**config.mk**
```make
export PLATFORM = sky130hd
export DESIGN_NAME = rr_mux_reg
export DESIGN_NICKNAME = d
export VERILOG_FILES = /design/src/rtl/rr_mux_reg.sv
export SDC_FILE = /design/constraint.sdc
export NUM_CORES = 1
export LEC_CHECK = 0
export ABC_AREA = 1
export ABC_CLOCK_PERIOD_IN_PS = 2800
export BUFFER_PORTS_ARGS = -buffer_cell sky130_fd_sc_hd__buf_2
export CORE_MARGIN = 1
export CORE_UTILIZATION = 42
export DETAILED_ROUTE_END_ITERATION = 16
export PLACE_DENSITY = 0.84
export RECOVER_POWER = 50
export SKIP_LAST_GASP = 1
export SYNTH_ARGS = -nofsm -noshare
export SYNTH_HDL_FRONTEND = slang
export SYNTH_SLANG_ARGS = --single-unit
```
**constraint.sdc**
```tcl
create_clock -name clk -period 2.8 [get_ports clk]
set_input_delay 0 -clock clk [delete_from_list [all_inputs] [get_ports clk]]
set_output_delay 0 -clock clk [all_outputs]
set_load 0.05 [all_outputs]
```
**src/rtl/rr_mux_reg.sv**
```systemverilog
// Registered N-channel valid/ready multiplexer with round-robin or fixed-priority
// arbitration and a one-entry output register (one-cycle latency, full throughput).
module rr_mux_reg #(
   parameter  int unsigned WIDTH    = 32,
   parameter  int unsigned CHANNELS = 4,
   localparam int unsigned SELW     = $clog2(CHANNELS)
) (
   input  logic                      clk,
   input  logic                      reset,
   input  logic                      mode,
   input  logic [CHANNELS-1:0]       in_valid,
   input  logic [CHANNELS*WIDTH-1:0] in_data,
   output logic [CHANNELS-1:0]       in_ready,
   output logic                      out_valid,
   output logic [WIDTH-1:0]          out_data,
   output logic [SELW-1:0]           out_sel,
   input  logic                      out_ready
);

   localparam logic [SELW-1:0] LAST_IDX = SELW'(CHANNELS - 1);

   logic                out_valid_q, out_valid_d;
   logic [WIDTH-1:0]    out_data_q,  out_data_d;
   logic [SELW-1:0]     out_sel_q,   out_sel_d;
   logic [SELW-1:0]     ptr_q,       ptr_d;

   logic                can_accept;
   logic                grant_found;
   logic [SELW-1:0]     grant_idx;
   logic [SELW-1:0]     start_idx;
   logic [WIDTH-1:0]    grant_data;
   logic                xfer;

   // Two-pass priority scan: indices >= start first, then wrap to indices below start.
   always_comb begin
      grant_found = 1'b0;
      grant_idx   = '0;
      start_idx   = mode ? '0 : ptr_q;
      for (int i = 0; i < int'(CHANNELS); i++) begin
         if (!grant_found && in_valid[i] && (SELW'(i) >= start_idx)) begin
            grant_found = 1'b1;
            grant_idx   = SELW'(i);
         end
      end
      for (int i = 0; i < int'(CHANNELS); i++) begin
         if (!grant_found && in_valid[i] && (SELW'(i) < start_idx)) begin
            grant_found = 1'b1;
            grant_idx   = SELW'(i);
         end
      end
   end

   // Grant data select and one-hot ready; reset suppresses any accept.
   always_comb begin
      can_accept = !out_valid_q || out_ready;
      grant_data = '0;
      in_ready   = '0;
      for (int i = 0; i < int'(CHANNELS); i++) begin
         if (grant_idx == SELW'(i)) begin
            grant_data  = in_data[i*WIDTH +: WIDTH];
            in_ready[i] = !reset && can_accept && grant_found;
         end
      end
      xfer = |in_ready;
   end

   // Next-state for the output register and the round-robin pointer.
   always_comb begin
      out_valid_d = out_valid_q;
      out_data_d  = out_data_q;
      out_sel_d   = out_sel_q;
      ptr_d       = ptr_q;
      if (xfer) begin
         out_valid_d = 1'b1;
         out_data_d  = grant_data;
         out_sel_d   = grant_idx;
         if (!mode) begin
            ptr_d = (grant_idx == LAST_IDX) ? '0 : grant_idx + SELW'(1);
         end
      end else if (out_ready) begin
         out_valid_d = 1'b0;
      end
   end

   always_ff @(posedge clk) begin
      if (reset) begin
         out_valid_q <= 1'b0;
         out_data_q  <= '0;
         out_sel_q   <= '0;
         ptr_q       <= '0;
      end else begin
         out_valid_q <= out_valid_d;
         out_data_q  <= out_data_d;
         out_sel_q   <= out_sel_d;
         ptr_q       <= ptr_d;
      end
   end

   assign out_valid = out_valid_q;
   assign out_data  = out_data_q;
   assign out_sel   = out_sel_q;

endmodule

```
==> results.env <==
GRT-OVFL-TOTAL=0
START_UTIL_PCT=44.5
MAX-VDD-IR-DROP_uV=320
DESIGN.DIE.AREA_UM2=6290
FINAL-HOLD-VIOLATION-COUNT=0
GRT_START_MAX_NET_PINS=41
YOSYSTOPAREACELL='dfxtp_1'
WORSTSETUPSTARTPOINTTYPE='register'
ROUTED_WIRELENGTH_MM=8.35
ROWS=27
SYNTH.TOP_CELL.AREA_SHARE_PCT=29.5
RUN_STATUS='finished, final reports clean'
ANTENNA_VIOLATIONS_BEFORE_REPAIR=0
FF2FF_PATH_DEPTH=14
SOURCE_OF_THE_WORST_REGISTER_TO_REGISTER_TIMING_PATH='ptr_q[0]'
PATH_CLASS='register to output pin'
DIE_WIDTH_UM=79.3
WL_PER_CELL_UM=12.8
YOSYS_WARNINGS=0
SYN-NUM-NETS=564
ANTENNA_CELLS=0
AREAGROWTHSYNTHTOFINISH_PCT=36.8
SYNTH.LIB_CELLS_USED.DISTINCT=20
CAP_VIOLATIONS=0
COREAREA_UM2=5640
SYNTH_SEQ_AREA_SHARE_PCT=29.5
CRIT_PATH_MAX_INCR_DELAY_NS=0.47
FINAL_SETUP_FAILS=0
MAX_SLEW.WORST_PIN.SLEW_NS=0.909
TIMING.CLOCK.SKEW_NS=0.00412
TRITONCTS_BUFFER_COUNT=5
LAYOUT-DRIVE-GT1-SHARE_PCT=28.4
NUMBER_OF_DRC_MARKERS_AFTER_THE_INITIAL_DETAILED_ROUTE_ITERATION=139
VIAS=3379
WORST_EP_ARRIVAL_TIME_NS=2.43
WORST_EP_REQUIRED_TIME_NS=2.80
DR_VIAS_CELL=5.17
TIMING.RR.END='out_data[0]'
FMAXACHIEVABLE_GHz=0.412
POST_SYNTH_INSTANCE_AREA_UM2=2510
CRITPATHMAXFANOUT=25
POST-CTS-SETUP-BUFFERS=0
CRITICAL-PATH-SLOWEST-CELL='clkbuf_1'
WORST_PATH_DOMINANT_CELL_FAMILY='buffers and inverters'
POWERDENSITY_nW_PER_UM2=569
DETAILED_PLACE_HPWL_MM=6.20
TIMING.CRITICAL_PATH.BUF_INV=3
CTSHOLDBUFFERS=0
REMAINING_ANTENNA_VIOLATION_COUNT=0
CTS_TREE='built'
POSTSYNTHCELLCOUNT=424
CTS_REPAIR_RESIZE_COUNT=0
MIN_PERIOD_OVER_PERIOD_PCT=86.7
FINISH.NET_COUNT=722
CLOCK_LATENCY_NS=0.28
WORSTPATHCELLLIST='nand3_1, nand2_1, nand2_2, nor2_4, nand3_1, nand2_1, ha_2, buf_4, inv_1, nor2_1, clkbuf_1'
DRC=0
BUFFER_PORTS.INSERTED=174
MEAN_POST_SYNTH_CELL_AREA_UM2=5.92
FIRST_GLOBAL_VIAS=3119
CLOCK_SLEW_SEEN_BY_THE_REGISTERS_OF_THE_WORST_SETUP_AND_HOLD_PATHS_NS=0.07
CELLLEAKAGEPOWER_nW=1.72
WORSTSETUPENDPOINT='in_ready[3]'
CLOCK-SINKS=37
FLOP2FLOP_SETUP_SLACK_NS=0.39
FLOORPLAN.IO_PINS=175
SLEW_HEADROOM_PCT=39.3
CTS_ROOT_BUF='clkbuf_8'
CP-END-KIND='output pin'
GRT_PASS1_WL_MM=13.4
YOSYS_REGISTER_BITS=37
PLACE_CONGESTION=0.823
PERIOD_NEEDED_NS=2.43
WORST-PATH-STAGES=11
GROUTE.USAGE.OVERALL_PCT=26.7
YS_TOP_CELLS_BY_AREA='dfxtp_1 30%, o21ai_0 17%, nand2_1 12%, nor2_1 11%, nand3_1 7.4%'
HOLD_WORST_SLACK_NS=0.0596
FP.DIEH_UM=79.3
HTREE_NUM_LEVELS=2
TIMING_MAX_TRANSITION_VIOLATIONS_FINAL=0
CRITPATHLAUNCH='ptr_q[0]'
RSZ0062_AT_GRT='false'
SETUP-TNS-FINAL_NS=0
DRT_PASS1_ITERATIONS=5
CLOCKBUFFERDEPTH=2
MIN_PATH_TYPE='primary input to register'
[cell type report]
class                           count  area (um^2)
Timing Repair Buffer              186          915
Fill cell                         566         2210
Multi-Input combinational cell    335         1550
Sequential cell                    37          741
Tap cell                           72         90.1
Inverter                           17         63.8
Clock inverter                      1         5.00
Clock buffer                        5         68.8
[state kept, by name, summed over array words and instances (netlist names)]
name       flops
out_data      32
out_sel        2
ptr_q          2
out_valid      1
[cells by family (layout without fill, tap and decap cells)]
kind of cell             count (synthesis)  count (layout)  synth area share (%)
adder cells (fa/ha/maj)                  4               4                  2.00
flip-flops                              37              37                  29.5
AND/OR/NAND/NOR                        196             196                  32.5
AO/OA/AOI/OAI                          135             135                  27.1
buffers and inverters                   52             209                  8.88
[worst register-to-register path, delay by kind of cell, from the launching register on]
kind / cells / cell delay, ns
buffers and inverters: 1 / 0.37
and+or+nand+nor: 9 / 0.94
adders and majority gates: 1 / 0.26
AOI/OAI and AO/OA: 3 / 0.43
DFF: 1 / 0.35
[cells in the final DEF (no fill, tap or decap)]
cell type,n
o21ai_0,84
ha_2,1
dfxtp_1,37
o211ai_1,2
nand2_2,3
inv_2,3
clkbuf_1,37
nor2_1,75
nand3_1,37
clkbuf_8,5
nand2_1,77
o21ai_1,15
a21oi_1,34
nand3_2,1
buf_2,137
ha_1,3
inv_1,14
nand4_2,1
clkinv_2,1
nand4_1,1
buf_4,12
nor2_4,1
[cell usage after synthesis (all sizes together)]
library cell	count
o21ai	99
nand2	80
nor2	76
nand3	38
dfxtp	37
a21oi	34
clkbuf	29
inv	17
buf	6
ha	4
nand4	2
o211ai	2
[where the power goes]
part / internal, mW / leakage (nW) / switching [mW]
Clock: 0.164 / 0.0399 / 0.172
Combinational: 0.275 / 1.38 / 0.688
Sequential: 0.610 / 0.306 / 0.0424
Total: 1.05 / 1.72 / 0.902
[routing by layer]
layer / part of all wire, % / routed length [um] / GRT usage [%]
met5: 0 / 0 / 0
met4: 1.4 / 118 / 9.82
met3: 8.7 / 726 / 5.06
met2: 50 / 4190 / 46.6
met1: 40 / 3310 / 32.2
[how the worst min path moves through the flow]
stage	from	endpoint	slack, ns	cells past startpoint
finish	in_data[99]	out_data[3]	0.06	5
global route	in_data[126]	out_data[30]	0.06	5
CTS	in_data[126]	out_data[30]	0.05	5
detailed placement	in_data[122]	out_data[26]	0.34	5
global placement	in_data[106]	out_data[10]	0.34	5
floorplan	in_data[126]	out_data[30]	0.24	4
[metrics by stage]
step           cell area, um^2  instances  setup slack, ns  power (mW)  utilization [%]
2_1_floorplan             2510        424            0.523        1.37                -
3_3_place_gp              3400        647            0.512        1.62             60.3
3_5_place_dp              3400        647            0.364        1.64             60.3
4_1_cts                   3480        653            0.333        1.98             61.6
5_1_grt                   3430        653           0.0810        2.09             60.8
6_report                  3430        653            0.372        1.95             60.8
(Power assumes the default switching activity.)
